--- src/rtl/branch_redirect_ctrl_if.sv ---
// rtl/branch_redirect_ctrl_if.sv - EX branch outcome in, redirect/flush/statistics out
interface branch_redirect_ctrl_if #(
    parameter int ADDR_W = 32,
    parameter int CNT_W  = 16
);
    logic              ex_valid;
    logic              ex_is_branch;
    logic              ex_branch_taken;
    logic [ADDR_W-1:0] ex_target;
    logic              stall;
    logic              clear_stats;
    logic              redirect_valid;
    logic [ADDR_W-1:0] redirect_pc;
    logic              flush_if;
    logic              flush_id;
    logic              busy;
    logic [CNT_W-1:0]  branch_count;
    logic [CNT_W-1:0]  taken_count;

    modport master (
        output ex_valid, ex_is_branch, ex_branch_taken, ex_target, stall, clear_stats,
        input  redirect_valid, redirect_pc, flush_if, flush_id, busy,
               branch_count, taken_count
    );

    modport slave (
        input  ex_valid, ex_is_branch, ex_branch_taken, ex_target, stall, clear_stats,
        output redirect_valid, redirect_pc, flush_if, flush_id, busy,
               branch_count, taken_count
    );
endinterface

--- src/rtl/branch_redirect_ctrl.sv ---
// rtl/branch_redirect_ctrl.sv - taken-branch PC redirect, IF/ID squash sequencing and branch statistics
module branch_redirect_ctrl #(
    parameter int ADDR_W       = 32,
    parameter int FLUSH_CYCLES = 2,
    parameter int CNT_W        = 16
) (
    input  logic                   clk,
    input  logic                   rst_n,
    branch_redirect_ctrl_if.slave  bus
);
    localparam int SQ_W = $clog2(FLUSH_CYCLES + 1);
    localparam logic [CNT_W-1:0] CNT_MAX = {CNT_W{1'b1}};

    typedef enum logic [1:0] {
        IDLE     = 2'd0,
        REDIRECT = 2'd1,
        SQUASH   = 2'd2
    } state_t;

    state_t          state;
    logic [SQ_W-1:0] sq_cnt;
    logic            accept;

    // While busy, anything in EX is wrong-path and must not be accepted.
    assign accept = bus.ex_valid & bus.ex_is_branch & ~bus.stall & (state == IDLE);

    always_ff @(posedge clk or negedge rst_n) begin
        if (!rst_n) begin
            state              <= IDLE;
            sq_cnt             <= '0;
            bus.redirect_pc    <= '0;
            bus.redirect_valid <= 1'b0;
            bus.flush_if       <= 1'b0;
            bus.flush_id       <= 1'b0;
            bus.busy           <= 1'b0;
        end else begin
            case (state)
                IDLE: begin
                    if (accept && bus.ex_branch_taken) begin
                        state              <= REDIRECT;
                        bus.redirect_pc    <= bus.ex_target;
                        sq_cnt             <= SQ_W'(FLUSH_CYCLES - 1);
                        bus.redirect_valid <= 1'b1;
                        bus.flush_if       <= 1'b1;
                        bus.flush_id       <= 1'b1;
                        bus.busy           <= 1'b1;
                    end
                end
                REDIRECT: begin
                    if (!bus.stall) begin
                        bus.redirect_valid <= 1'b0;
                        if (sq_cnt != '0) begin
                            state <= SQUASH;
                        end else begin
                            state        <= IDLE;
                            bus.flush_if <= 1'b0;
                            bus.flush_id <= 1'b0;
                            bus.busy     <= 1'b0;
                        end
                    end
                end
                SQUASH: begin
                    if (!bus.stall) begin
                        sq_cnt <= sq_cnt - 1'b1;
                        if (sq_cnt == SQ_W'(1)) begin
                            state        <= IDLE;
                            bus.flush_if <= 1'b0;
                            bus.flush_id <= 1'b0;
                            bus.busy     <= 1'b0;
                        end
                    end
                end
                default: begin
                    state              <= IDLE;
                    bus.redirect_valid <= 1'b0;
                    bus.flush_if       <= 1'b0;
                    bus.flush_id       <= 1'b0;
                    bus.busy           <= 1'b0;
                end
            endcase
        end
    end

    // Clear has priority over a same-cycle increment.
    always_ff @(posedge clk or negedge rst_n) begin
        if (!rst_n) begin
            bus.branch_count <= '0;
            bus.taken_count  <= '0;
        end else if (bus.clear_stats) begin
            bus.branch_count <= '0;
            bus.taken_count  <= '0;
        end else begin
            if (accept && bus.branch_count != CNT_MAX)
                bus.branch_count <= bus.branch_count + 1'b1;
            if (accept && bus.ex_branch_taken && bus.taken_count != CNT_MAX)
                bus.taken_count <= bus.taken_count + 1'b1;
        end
    end
endmodule

--- src/flat_wrapper.sv ---
// flat-port wrapper written by rule: the top's interface ports become plain ports
module branch_redirect_ctrl_flat 
#(
    parameter int ADDR_W       = 32,
    parameter int FLUSH_CYCLES = 2,
    parameter int CNT_W        = 16
)
  (clk, rst_n, bus_ex_valid, bus_ex_is_branch, bus_ex_branch_taken, bus_ex_target, bus_stall, bus_clear_stats, bus_redirect_valid, bus_redirect_pc, bus_flush_if, bus_flush_id, bus_busy, bus_branch_count, bus_taken_count);
  branch_redirect_ctrl_if #(.ADDR_W(ADDR_W), .CNT_W(CNT_W)) bus_i ();
  input  logic clk;
  input  logic rst_n;
  input wire logic [$bits(bus_i.ex_valid)-1:0] bus_ex_valid;
  input wire logic [$bits(bus_i.ex_is_branch)-1:0] bus_ex_is_branch;
  input wire logic [$bits(bus_i.ex_branch_taken)-1:0] bus_ex_branch_taken;
  input wire logic [$bits(bus_i.ex_target)-1:0] bus_ex_target;
  input wire logic [$bits(bus_i.stall)-1:0] bus_stall;
  input wire logic [$bits(bus_i.clear_stats)-1:0] bus_clear_stats;
  output wire logic [$bits(bus_i.redirect_valid)-1:0] bus_redirect_valid;
  output wire logic [$bits(bus_i.redirect_pc)-1:0] bus_redirect_pc;
  output wire logic [$bits(bus_i.flush_if)-1:0] bus_flush_if;
  output wire logic [$bits(bus_i.flush_id)-1:0] bus_flush_id;
  output wire logic [$bits(bus_i.busy)-1:0] bus_busy;
  output wire logic [$bits(bus_i.branch_count)-1:0] bus_branch_count;
  output wire logic [$bits(bus_i.taken_count)-1:0] bus_taken_count;
  assign bus_i.ex_valid = bus_ex_valid;
  assign bus_i.ex_is_branch = bus_ex_is_branch;
  assign bus_i.ex_branch_taken = bus_ex_branch_taken;
  assign bus_i.ex_target = bus_ex_target;
  assign bus_i.stall = bus_stall;
  assign bus_i.clear_stats = bus_clear_stats;
  assign bus_redirect_valid = bus_i.redirect_valid;
  assign bus_redirect_pc = bus_i.redirect_pc;
  assign bus_flush_if = bus_i.flush_if;
  assign bus_flush_id = bus_i.flush_id;
  assign bus_busy = bus_i.busy;
  assign bus_branch_count = bus_i.branch_count;
  assign bus_taken_count = bus_i.taken_count;
  branch_redirect_ctrl #(.ADDR_W(ADDR_W), .FLUSH_CYCLES(FLUSH_CYCLES), .CNT_W(CNT_W)) u_core (.clk(clk), .rst_n(rst_n), .bus(bus_i));
endmodule
--- config.mk ---
export PLATFORM = sky130hd
export DESIGN_NAME = branch_redirect_ctrl_flat
export DESIGN_NICKNAME = d
export VERILOG_FILES = /design/src/rtl/branch_redirect_ctrl_if.sv /design/src/rtl/branch_redirect_ctrl.sv /design/src/flat_wrapper.sv
export SDC_FILE = /design/constraint.sdc
export NUM_CORES = 1
export LEC_CHECK = 0
export ABC_AREA = 1
export CAP_MARGIN = 15
export CORE_MARGIN = 4
export CORE_UTILIZATION = 35
export DETAILED_ROUTE_END_ITERATION = 16
export DONT_BUFFER_PORTS = 1
export PLACE_DENSITY = 0.47
export SYNTH_ARGS = -nofsm -noshare
export SYNTH_HDL_FRONTEND = slang
export SYNTH_SLANG_ARGS = --single-unit
--- constraint.sdc ---
create_clock -name clk -period 2.1 [get_ports clk]
set_clock_uncertainty 0.1 [all_clocks]
set_input_delay 0.315 -clock clk [delete_from_list [all_inputs] [get_ports clk]]
set_output_delay 0.315 -clock clk [all_outputs]
set_load 0.01 [all_outputs]
==> After elaboration in Yosys (flattened, before gate mapping) <==
Cells that the tools add are included.
{ "totals": {"out_inout_bits": 68, "inputBits": 39, "wordCells": 58, "ff_bits": 70} }
{ "op_classes": {"n_mux": 20, "add_sub_neg": 3, "n_reduce_logical": 13, "n_eq_ne": 10, "bitwise_logic": 5} }
{ "ops": {"columns": ["operator", "count"], "rows": [
  ["$mux W16", 4],
  ["$add A16 B1 Y16 const B", 2],
  ["$ne A16 B16 Y1 const B", 2],
  ["$mux W2", 6],
  ["$ne A2 B2 Y1 const B", 4],
  ["$reduce_bool A2 Y1", 4],
  ["$mux W1", 6],
  ["$pmux W1 S3", 2],
  ["$pmux W2 S3", 1],
  ["$reduce_and A3 Y1", 2],
  ["$reduce_and A5 Y1", 1],
  ["$eq A2 B1 Y1 const B", 2],
  ["$pmux W2 S2", 1],
  ["$reduce_and A4 Y1", 1],
  ["$and A1 B1 Y1", 3],
  ["$logic_and A1 B1 Y1", 3],
  ["$eq A2 B2 Y1 const B", 1],
  ["$logic_not A2 Y1", 1],
  ["$ne A2 B1 Y1 const B", 1],
  ["$not A1 Y1", 2],
  ["$reduce_and A2 Y1", 1],
  ["$sub A2 B1 Y2 const B", 1]
]} }

==> Logic depth before layout (Yosys ltp) <==
Gate-level depths: netlist of run 1.
{ "depth": {"word_depth": 7, "ltp_mapped": 10, "mapped_depth_nobuf": 9} }

==> Worst setup path after synthesis of run 1 <==
OpenSTA, ideal clock, no wires.
{ "synth_path": {"path_type": "register to register", "from": "reg u_core.bus.taken_count[1] (netlist bit)", "to": "reg u_core.bus.taken_count[12] (netlist bit)", "setup_slack_ns": 0.468, "path_buffers": 1, "required_ns": 1.935, "t_arrival_ns": 1.467, "synth_period_minus_slack_ns": 1.632, "path_stages_with_launch": 11, "setup_time_ns": 0.065, "path_cell_list": "dfrtp_1 ha_1 nand2_2 nor2_4 nand2_4 nor2_8 nor2_8 nor2_8 buf_6 nand2_1 nand2_1"} }
{ "synth_between": {"elab_chain_cells": 3, "elab_cells_between_ends": 6, "cone_classes": "add/sub: 1; eq/ne: 1; mux: 2; reduce/logical: 2"} }
{ "synth_lines": {"columns": ["item", "line_no", "rtl"], "rows": [
  ["start: declaration", "branch_redirect_ctrl_if.sv:29", "branch_count, taken_count"],
  ["start signal: assignment", "branch_redirect_ctrl.sv:96", "bus.taken_count <= bus.taken_count + 1'b1;"],
  ["$add A16 B1 Y16 / $ne A16 B16 Y1 (equally long branches)", "branch_redirect_ctrl.sv:96, branch_redirect_ctrl.sv:95", null],
  ["$mux W16 / $logic_and A1 B1 Y1 (equally long branches)", "branch_redirect_ctrl.sv:95", "if (accept && bus.ex_branch_taken && bus.taken_count != CNT_MAX)"],
  ["$mux W16 / $reduce_bool A2 Y1 (equally long branches)", null, null]
]} }
Several ways; a longest one is shown, not always the timed one. The select of a mux whose other input is x is not followed.
A chain may end at the register's enable or synchronous reset.

==> Worst setup path after layout of run 1 <==
{ "layout_path": {"from": "reg u_core.bus.branch_count[0] (netlist bit)", "to": "reg u_core.bus.branch_count[14] (netlist bit)"} }
{ "layout_between": {"elab_chain_cells": 3, "elab_cells_between_ends": 6, "cone_classes": "add/sub: 1; eq/ne: 1; mux: 2; reduce/logical: 2"} }
{ "layout_lines": {"columns": ["item", "line_no", "rtl"], "rows": [
  ["start: declaration", "branch_redirect_ctrl_if.sv:29", null],
  ["start signal: assignment", "branch_redirect_ctrl.sv:94", "bus.branch_count <= bus.branch_count + 1'b1;"],
  ["$add A16 B1 Y16 / $ne A16 B16 Y1 (equally long branches)", "branch_redirect_ctrl.sv:94, branch_redirect_ctrl.sv:93", null],
  ["$mux W16 / $logic_and A1 B1 Y1 (equally long branches)", "branch_redirect_ctrl.sv:93", "if (accept && bus.branch_count != CNT_MAX)"],
  ["$mux W16 / $reduce_bool A2 Y1 (equally long branches)", null, null]
]} }
Several ways; a longest one is shown, not always the timed one. The select of a mux whose other input is x is not followed.

==> summary.txt, run 1 <==
Worst setup path
  – Worst R2R End: u_core.bus.branch_count[14]
  – Setup slack, reg-to-reg: 0.21 ns
  – CP Data Arrival Time: ~2.1 ns
  – Reg-to-Reg Start: u_core.bus.branch_count[0]
  – Cell with the most instances on the worst path: nor2_4
  – Slowest CP cell: dfrtp_1
  – Slowest stage delay, CP: 0.46 ns
  – Critical path class: reg2reg
  – CP Data Required Time: 2.27 ns
  – Worst reg2reg path depth: 9
  – Crit end category: flip-flop
  – Worst Setup EP: u_core.bus.branch_count[14]
  – Critical-path maximum fanout: 14
  – Critical path cell sequence: ha_1, nand3_1, inv_2, nand2_2, nor2_4, nor2_4, nor2_4, nand2_1, nand2_1
  – Startpoint types: flip-flop
  – Worst Setup SP: u_core.bus.branch_count[0]

Yosys
  – Compound-Gate Fraction of Synth Area: 2.467%
  – Post-synth top flop: dfrtp_1
  – Post-Syn Nets: a little over 500
  – Yosys reg bits: 70
  – Largest family of logic cells by synthesized area: simple AND/OR/NAND/NOR gates
  – Mean Syn Cell Area: between 7 and 8 um^2
  – Leading area contributor after synthesis: dfrtp_1
  – Sequential element share of the synthesized area: 47.98%
  – Proportion of synthesized area in mux cells: 0%
  – Unique masters post-synth: 24
  – Mapped Cells: 474
  – Post-synth EDFFs: 0
  – Most area-consuming cells after synthesis: dfrtp_1 48%, nand2_1 23%, nand4_1 5.1%, nor2_1 3.9%, nand3_1 3.2%
  – Synth Area in XOR/XNOR: under 10%
  – Ys Warns: 0
  – Share of the synthesized area in the top cell type: a little under half
  – Post-Synth Simple-Gate Area: 41.16%
  – Post-Syn Area: 0.003651 mm^2
  – Asr flop ratio synth: between 90% and 100%
  – Post-Synth Adder-Cell Area: 1.371%

Placement
  – Dpl hpwl: 6.548 mm
  – I/O Buffers: 0
  – Pre-CTS setup slack: 0.2075 ns
  – GP Congestion: 0.8255

Pwr
  – Cell Int Power: around 2.8 mW
  – Part of the power in registers: 52.4%
  – Net Sw Frac: 33.02%
  – Peak supply drop: 0.5905 mV
  – Leakage: 2.256 nW
  – Comb power frac: ~14%
  – PwrDens: 923.8 mW/mm^2
  – P_sw: 1.361 mW
  – Clk pwr share: 33.1%
  – Final Total Pwr: about 4.1 mW

GRT
  – Total gr overflow: 0
  – Antenna violations before repair: 0
  – Tot GR Track Use: 16.88%
  – First-pass GRT wire length: 16.05 mm
  – Vias in the first global route: 3,184
  – Largest net degree at the start of global routing: 71

Final layout
  – Final core occ: a little over two fifths
  – Multi-input logic area: 0.001704 mm^2
  – Nets: 562
  – N_diodes: 0
  – Most frequent cells in the layout: 219 x nand2_1, 70 x dfrtp_1, 38 x nor2_1
  – Seq. cell area: 0.001752 mm^2
  – P&R area growth vs syn: 22.24%
  – Most common cell after layout, fill and taps aside: nand2_1
  – Fillers: 1,018
  – Share of layout cells above drive strength 1: 11.26%

STA
  – Slew at the pin closest to its max-slew limit: 0.3731 ns
  – Worst setup margin: 0.2094 ns
  – Setup TNS: 0 ns
  – Relative slew slack: 75.13%
  – Crit share post-route: 90.03%
  – Final hold viol count: 0
  – Slew Viols, Final: 0
  – Highest clock rate: 528.9 MHz
  – Setup violators final: 0
  – Hold slack final: 0.01654 ns
  – RSZ-0062 raised after global routing: false
  – Final min period: between 1.5 and 2 ns

Die
  – Die Width: 110.1 um
  – FP Rows: 37
  – IO Pins: approximately 110
  – Core area: approximately 0.010 mm^2
  – Initial Util: 35.69%
  – Die ar.: around 0.012 mm^2
  – Chip height: 110.1 um

Clock network
  – Post_cts resized: 0
  – TritonCTS clock tree: built
  – CTS Buf Count: 9
  – CTS H-Tree Depth: 3
  – CTS root buf: clkbuf_8
  – Clk sinks: 70
  – Clock buffer depth: 2
  – Clock-pin slew on the worst setup and hold paths: 0.08 ns
  – Clk Latency, worst-skew pair: around 0.34 ns

Run status
  – Status: complete, no violations

Drt
  – Via/cell ratio: 4.833
  – DR vias: between 3k and 4k
  – DR WL/cell: 14.63 um
  – DR pass1 iterations: 4
  – DR iter-0 viols: 142
  – Final ANT Viol Nets: 0
  – DRC: 0
  – Total Wirelength: 9.654 mm

Run
  – Max_cap viols: 0

Min path
  – Worst hold path class: in2reg
==> routing by layer <==
layer	GRT usage (%)	wire length, um	share of wire [%]	vias up
li1	-	-	-	1591
met1	22.25	4333	45	1491
met2	26.30	4464	46	99
met3	6.174	766	7.9	9
met4	4.398	89	0.92	0
met5	0	0	0	-
==> timing repair <==
| item | CTS | global route |
|---|---|---|
| endpoints found under the hold margin | 102 | 0 |
| setup buffers | 0 | 0 |
| endpoints found under the setup margin | 0 | 0 |
| hold buffers | 34 | 0 |
==> critical path, delay by kind of cell (launching register included) <==
| kind | cells | cell delay, ns |
|---|---|---|
| AND/OR/NAND/NOR | 7 | 0.92 |
| flip-flops | 1 | 0.46 |
| adder cells (fa/ha/maj) | 1 | 0.22 |
| buffers and inverters | 1 | 0.12 |
==> power groups by stage <==
stage	Combinational [mW]	Clock (mW)	Sequential [mW]
after floorplan	0.450	0	2.08
after global placement	0.487	0	2.19
after detailed placement	0.524	0	2.17
after CTS	0.593	1.39	2.16
after global routing	0.711	1.46	2.22
final	0.599	1.36	2.16
==> per-stage QoR <==
step | std cells | cell area, um^2
6_report | 660 | 4463
4_1_cts | 660 | 4463
3_3_place_gp | 610 | 3860
2_1_floorplan | 474 | 3651
3_5_place_dp | 610 | 3860
5_1_grt | 660 | 4463
==> how the worst min path moves through the flow <==
stage                     from                          end  slack, ns  depth (start not counted)
3_3_place_gp             rst_n  u_core.bus.branch_count[13]      -0.08                          0
6_report       bus_clear_stats    u_core.bus.taken_count[8]       0.02                          3
2_1_floorplan            rst_n   u_core.bus.branch_count[0]      -0.08                          0
4_1_cts              bus_stall              u_core.state[0]      0.003                          2
5_1_grt        bus_clear_stats    u_core.bus.taken_count[8]      0.007                          3
3_5_place_dp             rst_n  u_core.bus.branch_count[13]      -0.08                          0
==> flip-flops by register name, summed over array words and instances (netlist names) <==
| name | flops |
|---|---|
| u_core.bus.redirect_valid | 1 |
| u_core.bus.branch_count | 16 |
| u_core.bus.taken_count | 16 |
| u_core.sq_cnt | 2 |
| u_core.bus.flush_id | 1 |
| u_core.bus.redirect_pc | 32 |
| u_core.state | 2 |
==> final cells by class <==
class                           instances  share of cell area, %
Sequential cell                        70                  39.25
Multi-Input combinational cell        361                  38.18
Timing Repair Buffer                   50                  10.99
Tap cell                              136                  3.813
Clock buffer                            9                  2.775
Clock inverter                          7                  2.719
Inverter                               27                  2.271
==> cells in the mapped netlist, types with 2 or more instances <==
library cell / n
nand3_1: 23
o21bai_1: 5
o21ai_1: 2
xor2_1: 7
nand2_4: 2
nor2_2: 3
or2_2: 4
nor2_4: 5
buf_4: 3
nor2_1: 38
ha_1: 4
dfrtp_1: 70
buf_6: 2
nor2_8: 3
inv_1: 24
nand2_1: 219
clkbuf_1: 5
nand3b_1: 2
o21ai_0: 7
inv_2: 3
nand2_2: 6
buf_2: 6
nand4_1: 30
==> logic make-up after synthesis <==
group,Yosys count
DFF,70
buffers and inverters,43
xor gates and xnor gates,7
and+or+nand+nor,335
AOI/OAI and AO/OA,15
adders and majority gates,4
Note: power is estimated with default switching activity, not from simulation.
==> inputs of run 2 (changes only) <==
==> constraint.sdc (replaced) <==
create_clock -name clk -period 1.8 [get_ports clk]
set_clock_uncertainty 0.1 [all_clocks]
set_input_delay 0.27 -clock clk [delete_from_list [all_inputs] [get_ports clk]]
set_output_delay 0.27 -clock clk [all_outputs]
set_load 0.01 [all_outputs]
==> run 2 against run 1 <==
  * Utilization increased by 2.2 points
  * Clock-buffer cell count increased by 1
  * Largest cell class unchanged
  * Global-route usage decreased by 0.13 points
  * Clock power increased by 19%
  * Sequential share of layout area decreased by 1.9 points
  * The run now ends with hold timing left
  * Highest routed layer unchanged
  * Final cell count increased by 4.2%
==> summary.txt, run 2 (same netlist as run 1, synthesis figures left out) <==
Run status
  – Status: complete, but fails checks
  – Failing checks: hold timing

STA
  – RSZ-0062 raised after global routing: false
  – Worst setup margin: 0.1559 ns (-0.05347 ns)
  – Final min period: 1.644 ns (-0.2465 ns)
  – Setup TNS: 0 ns (unchanged)
  – Setup violators final: 0 (unchanged)
  – Relative slew slack: 68.98% (-6.1 points)
  – Slew at the pin closest to its max-slew limit: 0.4605 ns (+0.08733 ns)
  – Highest clock rate: 608.2 MHz (+15%)
  – Crit share post-route: 91.34% (+1.3 points)
  – Slew Viols, Final: 0 (unchanged)
  – Hold slack final: -0.4875 ns (-0.5041 ns)
  – Final hold viol count: 70 (+70)

Final layout
  – Share of layout cells above drive strength 1: 15.58% (+4.3 points)
  – Fillers: 1,007 (-1.1%)
  – Most common cell after layout, fill and taps aside: nand2_1
  – Most frequent cells in the layout: 219 x nand2_1, 70 x dfrtp_1, 41 x buf_4
  – P&R area growth vs syn: 28.31%
  – Max reg flops: 32 (unchanged)
  – Nets: 590 (+5.0%)
  – Register with the most flip-flops: u_core.bus.redirect_pc
  – Biggest regs: u_core.bus.redirect_pc (32), u_core.bus.branch_count (16), u_core.bus.taken_count (16)
  – N_diodes: 0 (unchanged)

Pwr
  – Cell Int Power: 3.278 mW (+19%)
  – Net Sw Frac: 31.98% (-1.0 points)
  – Leakage: 2.404 nW (+6.6%)
  – PwrDens: 1029 mW/mm^2 (+11%)
  – P_sw: 1.541 mW (+13%)
  – Clk pwr share: 33.5% (+0.4 points)
  – Peak supply drop: 0.6605 mV (+12%)
  – Comb power frac: 14.3% (-0.2 points)
  – Part of the power in registers: 52.2% (-0.2 points)

Drt
  – Via/cell ratio: 4.805 (-0.58%)
  – DR vias: 3,306 (+3.6%)
  – DR pass1 iterations: 4 (unchanged)
  – Total Wirelength: 9.707 mm (+0.55%)
  – Final ANT Viol Nets: 0 (unchanged)
  – DRC: 0 (unchanged)
  – DR iter-0 viols: 115 (-19%)
  – DR WL/cell: 14.11 um (-3.5%)

Clock network
  – CTS root buf: clkbuf_8
  – Clock-pin slew on the worst setup and hold paths: 0.08 ns (about the same)
  – CTS H-Tree Depth: 3 (unchanged)
  – Clock buffer depth: 2 (unchanged)
  – TritonCTS clock tree: built
  – CTS Buf Count: 9 (unchanged)
  – Clk Latency, worst-skew pair: 0.35 ns (about the same)
  – Clk sinks: 70 (unchanged)

GRT
  – Global Route met1 Usage: 23.38% (+1.1 points)
  – First-pass GRT wire length: 15.84 mm (-1.3%)
  – Tot GR Track Use: 16.74% (-0.13 points)
  – Vias in the first global route: 3,107 (-2.4%)
  – GRT met3 Usage: 4.485% (-1.7 points)
  – Antenna violations before repair: 0 (unchanged)
  – GRT busiest layer: met2
  – Largest net degree at the start of global routing: 71 (unchanged)
  – Total gr overflow: 0 (unchanged)
  – Met2 usage: 25.35% (-0.95 points)

Worst setup path
  – Worst Setup EP: u_core.bus.taken_count[4]
  – Critical path class: reg2reg
  – Startpoint types: flip-flop
  – CP Data Required Time: 1.98 ns (-0.29 ns)
  – Worst reg2reg path depth: 7 (-2)
  – Worst R2R End: u_core.bus.taken_count[4]
  – Crit end category: flip-flop
  – Worst Setup SP: u_core.state[0]
  – Critical-path maximum fanout: 10 (-4)
  – Reg-to-Reg Start: u_core.state[0]
  – Setup slack, reg-to-reg: 0.16 ns (-0.05 ns)
  – CP Data Arrival Time: 1.83 ns (-0.23 ns)

Placement
  – GP Congestion: 0.7957 (-3.6%)
  – Dpl hpwl: 6.662 mm (+1.7%)
  – Pre-CTS setup slack: 0.1055 ns (-0.1020 ns)
  – I/O Buffers: 0 (unchanged)

Die
  – Die ar.: 0.01213 mm^2 (unchanged)
  – IO Pins: 107 (unchanged)
  – Initial Util: 35.69% (unchanged)
  – Chip height: 110.1 um (unchanged)
  – Die Width: 110.1 um (unchanged)
  – Core area: 0.01023 mm^2 (unchanged)
  – FP Rows: 37 (unchanged)

Run
  – Max_cap viols: 0 (unchanged)

Min path
  – Worst hold path class: in2async
## run 2: cell count changes in the layout (fill, tap and decap cells not counted)
cell           change
buf_12             +1
buf_16             -1
buf_4             +26
clkbuf_8           +1
clkinv_2           -1
clkinv_4           -1
dlygate4sd3_1      +2
inv_6              +1
nand3_1            -1
nand3_2            +1
## run 2: area by class of cell
class | count | area (um^2) | share of cell area [%]
Clock buffer | 10 | 137.6 | 2.938
Clock inverter | 6 | 116.4 | 2.484
Inverter | 27 | 101.3 | 2.163
Multi-Input combinational cell | 361 | 1709 | 36.49
Sequential cell | 70 | 1752 | 37.39
Tap cell | 136 | 170.2 | 3.632
Timing Repair Buffer | 78 | 698.2 | 14.90
## run 2: metal layers
layer / part of all wire, % / vias to the layer above / wire (um)
met1: 46 / 1541 / 4459
met2: 45 / 104 / 4393
met4: 1.2 / 0 / 112
met3: 7.7 / 7 / 743
met5: 0 / - / 0
li1: - / 1654 / -
## run 2: timing repair
| item | CTS | global route |
|---|---|---|
| setup buffers | 0 | 3 |
| resized for setup | 0 | 1 |
| setup endpoints to repair | 0 | 14 |
| endpoints found under the hold margin | 113 | 71 |
| hold buffers | 34 | 1 |
## run 2: worst min-delay path by stage
stage,to,slack (ns),cells past startpoint
after global routing,u_core.bus.redirect_pc[23],-0.51,0
after floorplan,u_core.bus.branch_count[0],-0.13,0
after detailed placement,u_core.bus.branch_count[13],-0.12,0
after CTS,u_core.bus.redirect_pc[25],-0.50,0
final,u_core.bus.branch_count[13],-0.49,0
after global placement,u_core.bus.branch_count[13],-0.12,0
## run 2: metrics by stage
stage | util [%] | total power, mW | cells | hold WS (ns) | area, um^2
2_1_floorplan | - | 2.949 | 474 | -0.1256 | 3651
3_3_place_gp | 39.49 | 3.133 | 634 | -0.1233 | 4040
3_5_place_dp | 39.49 | 3.143 | 634 | -0.1221 | 4040
4_1_cts | 45.30 | 4.828 | 684 | -0.5033 | 4634
5_1_grt | 45.79 | 5.121 | 688 | -0.5100 | 4684
6_report | 45.79 | 4.819 | 688 | -0.4875 | 4684
## run 2: worst max-delay path: stages (launching register included)
cell	delay [ns]
dfrtp_1	0.43
nor2_1	0.11
nand2_1	0.12
inv_2	0.11
nand2_4	0.11
o21ai_0	0.42
nand2_1	0.09
nand2_1	0.08
## run 2: power groups by stage
stage | Combinational (mW) | Clock, mW | Sequential, mW
after floorplan | 0.525 | 0 | 2.42
after global placement | 0.582 | 0 | 2.55
after detailed placement | 0.617 | 0 | 2.53
after CTS | 0.664 | 1.64 | 2.52
after global routing | 0.813 | 1.73 | 2.58
final | 0.687 | 1.62 | 2.52
==> inputs of run 3 (changes only) <==
--- a/config.mk
+++ b/config.mk
@@ -8,10 +8,10 @@
 export ABC_AREA = 1
 export CAP_MARGIN = 15
 export CORE_MARGIN = 4
-export CORE_UTILIZATION = 35
+export CORE_UTILIZATION = 60
 export DETAILED_ROUTE_END_ITERATION = 16
 export DONT_BUFFER_PORTS = 1
-export PLACE_DENSITY = 0.47
+export PLACE_DENSITY = 0.74
 export SYNTH_ARGS = -nofsm -noshare
 export SYNTH_HDL_FRONTEND = slang
 export SYNTH_SLANG_ARGS = --single-unit
==> run 3 against run 2 <==
  * The run still ends with hold timing left
  * Worst hold slack barely moved
  * Fmax decreased by 2.6%
  * Design area shrank 4.0%
  * Flip-flop and latch count unchanged
  * Utilization increased by 30 points
  * Clock-buffer cell count down 1
  * Final cell count is 9.9% lower
  * Largest power group unchanged
  * Highest routed layer unchanged
  * Critical path depth rose by 2
  * Largest cell class unchanged
  * Non-clock buffer count shrank 6
  * Via count rose by 2.7%
  * Sequential power hardly changed
==> summary.txt, run 3 (same netlist as run 1, synthesis figures left out) <==
STA
  – Relative slew slack: 73.62% (+4.6 points)
  – Final hold viol count: 70 (unchanged)
  – Slew Viols, Final: 0 (unchanged)
  – Worst setup margin: 0.1119 ns (-0.04404 ns)
  – Hold slack final: -0.4877 ns (-0.0001320 ns)
  – Crit share post-route: 93.78% (+2.4 points)
  – Final min period: 1.688 ns (+0.04404 ns)
  – Setup violators final: 0 (unchanged)
  – Setup TNS: 0 ns (unchanged)
  – RSZ-0062 raised after global routing: false
  – Highest clock rate: 592.4 MHz (-2.6%)
  – Slew at the pin closest to its max-slew limit: 0.3916 ns (-0.06889 ns)

Worst setup path
  – CP Data Required Time: 1.98 ns (about the same)
  – CP Data Arrival Time: 1.87 ns (+0.04 ns)
  – Cell with the most instances on the worst path: nor2_4
  – Slowest CP cell: dfrtp_1
  – Crit end category: flip-flop
  – Worst reg2reg path depth: 9 (+2)
  – CP Depth: 9 (+2)
  – Critical path class: reg2reg
  – Critical path cell sequence: ha_1, nand3_1, inv_2, nand2_2, nor2_4, nor2_4, buf_4, nand4_1, nand2_1
  – Cell family with the largest share of critical-path delay: simple AND/OR/NAND/NOR gates
  – Critical-path maximum fanout: 10 (unchanged)
  – Buffers and inverters on the worst path: 2 (+1)
  – Startpoint types: flip-flop
  – Slowest stage delay, CP: 0.39 ns (-0.04 ns)

Placement
  – Placed inst area: 0.003934 mm^2 (-2.6%)
  – Dpl hpwl: 6.151 mm (-7.7%)
  – Pre-CTS setup slack: 0.1368 ns (+0.03131 ns)
  – GP Congestion: 0.8374 (+5.2%)
  – I/O Buffers: 0 (unchanged)

Clock network
  – TritonCTS clock tree: built
  – Clock-pin slew on the worst setup and hold paths: 0.08 ns (about the same)
  – Hold buffers post-CTS: 34 (unchanged)
  – Clk Latency, worst-skew pair: 0.34 ns (about the same)
  – CTS root buf: clkbuf_8
  – CTS Buf Count: 9 (unchanged)
  – CTS H-Tree Depth: 3 (unchanged)
  – Clock buffer depth: 2 (unchanged)
  – Clk sinks: 70 (unchanged)

Die
  – IO Pins: 107 (unchanged)
  – Core area: 0.005921 mm^2 (-42%)
  – Initial Util: 61.67% (+26 points)
  – Die ar.: 0.007397 mm^2 (-39%)
  – FP Rows: 28 (-24%)
  – Die Width: 86.01 um (-22%)
  – Chip height: 86.01 um (-22%)

Run status
  – Status: complete, but fails checks
  – Failing checks: hold timing

Drt
  – DR vias: 3,395 (+2.7%)
  – Final ANT Viol Nets: 0 (unchanged)
  – Via/cell ratio: 5.476 (+14%)
  – DR WL/cell: 15.43 um (+9.4%)
  – DR pass1 iterations: 5 (+1)
  – Total Wirelength: 9.567 mm (-1.4%)
  – DRC: 0 (unchanged)
  – DR iter-0 viols: 212 (+84%)

Final layout
  – Fillers: 451 (-55%)
  – Most frequent cells in the layout: 219 x nand2_1, 70 x dfrtp_1, 38 x nor2_1
  – Final Cell Area: 0.004497 mm^2 (-4.0%)
  – Final core occ: 75.95% (+30 points)
  – Biggest regs: u_core.bus.redirect_pc (32), u_core.bus.branch_count (16), u_core.bus.taken_count (16)
  – N_diodes: 0 (unchanged)
  – Nets: 584 (-1.0%)
  – P&R area growth vs syn: 23.17%
  – Most common cell after layout, fill and taps aside: nand2_1
  – Share of layout cells above drive strength 1: 14.68% (-0.90 points)
  – Max reg flops: 32 (unchanged)
  – Register with the most flip-flops: u_core.bus.redirect_pc

Min path
  – Worst hold path class: in2async

GRT
  – Tot GR Track Use: 26.92% (+10 points)
  – Vias in the first global route: 3,270 (+5.2%)
  – Total gr overflow: 0 (unchanged)
  – Antenna violations before repair: 0 (unchanged)
  – Largest net degree at the start of global routing: 71 (unchanged)
  – First-pass GRT wire length: 15.61 mm (-1.5%)

Pwr
  – Comb power frac: 16.0% (+1.7 points)
  – Part of the power in registers: 56.2% (+4.0 points)
  – Clk pwr share: 27.8% (-5.7 points)
  – Leakage: 2.340 nW (-2.7%)
  – Cell Int Power: 2.932 mW (-11%)
  – PwrDens: 998.0 mW/mm^2 (-3.0%)
  – P_sw: 1.556 mW (+0.94%)
  – Net Sw Frac: 34.66% (+2.7 points)
  – Peak supply drop: 0.8123 mV (+23%)

Run
  – Max_cap viols: 0 (unchanged)
-- run 3: changes by cell type in the layout (fill, tap and decap cells not counted), sizes merged --
cell         previous run  this run
clkinv                  1         3
inv                    29        27
clkbuf                 10         9
bufinv                  3         1
buf                    43        38
dlygate4sd3            35        34
clkinvlp                0         2
-- run 3: what timing repair did --
item,4_1_cts,5_1_grt
hold endpoints to repair,113,70
setup endpoints to repair,0,12
gates resized for setup,0,2
setup buffers,0,2
-- run 3: area by class of cell --
class / instances / area [um^2] / share of cell area (%)
sequential: 70 / 1752 / 38.95
timing repair buffer: 72 / 654.4 / 14.55
multi-input combinational: 361 / 1708 / 37.98
tap: 75 / 93.84 / 2.087
clock inverter: 6 / 63.81 / 1.419
inverter: 27 / 101.3 / 2.254
clock buffer: 9 / 123.9 / 2.755
-- run 3: path summary, 6_finish.rpt --
kind | startpoint | end | slack, ns
hold reg to reg | u_core.bus.redirect_pc[17] | u_core.bus.redirect_pc[17] | 0.46
hold / removal | rst_n | u_core.bus.taken_count[13] | -0.49
max in group asynchronous | rst_n | u_core.bus.redirect_pc[31] | 1.95
setup / recovery | u_core.bus.branch_count[0] | u_core.bus.branch_count[2] | 0.11
setup reg to reg | u_core.bus.branch_count[0] | u_core.bus.branch_count[2] | 0.11
min in group clk | bus_stall | u_core.sq_cnt[1] | 0.04
-- run 3: stage by stage --
stage          cells  power [mW]
2_1_floorplan    474       2.949
3_3_place_gp     569       3.099
3_5_place_dp     569       3.135
4_1_cts          618       4.434
5_1_grt          620       4.742
6_report         620       4.488
-- run 3: power groups by stage --
stage | Sequential, mW | Clock [mW] | Combinational, mW
after floorplan | 2.42 | 0 | 0.525
after global placement | 2.54 | 0 | 0.564
after detailed placement | 2.52 | 0 | 0.610
after CTS | 2.51 | 1.26 | 0.660
after global routing | 2.58 | 1.33 | 0.839
final | 2.52 | 1.25 | 0.719
-- run 3: per-layer routing --
layer | routed length, um | vias to the layer above | global-route usage (%)
li1 | - | 1640 | -
met1 | 3898 | 1600 | 34.44
met2 | 4550 | 143 | 41.63
met3 | 983 | 12 | 10.37
met4 | 135 | 0 | 9.784
met5 | 0 | - | 0
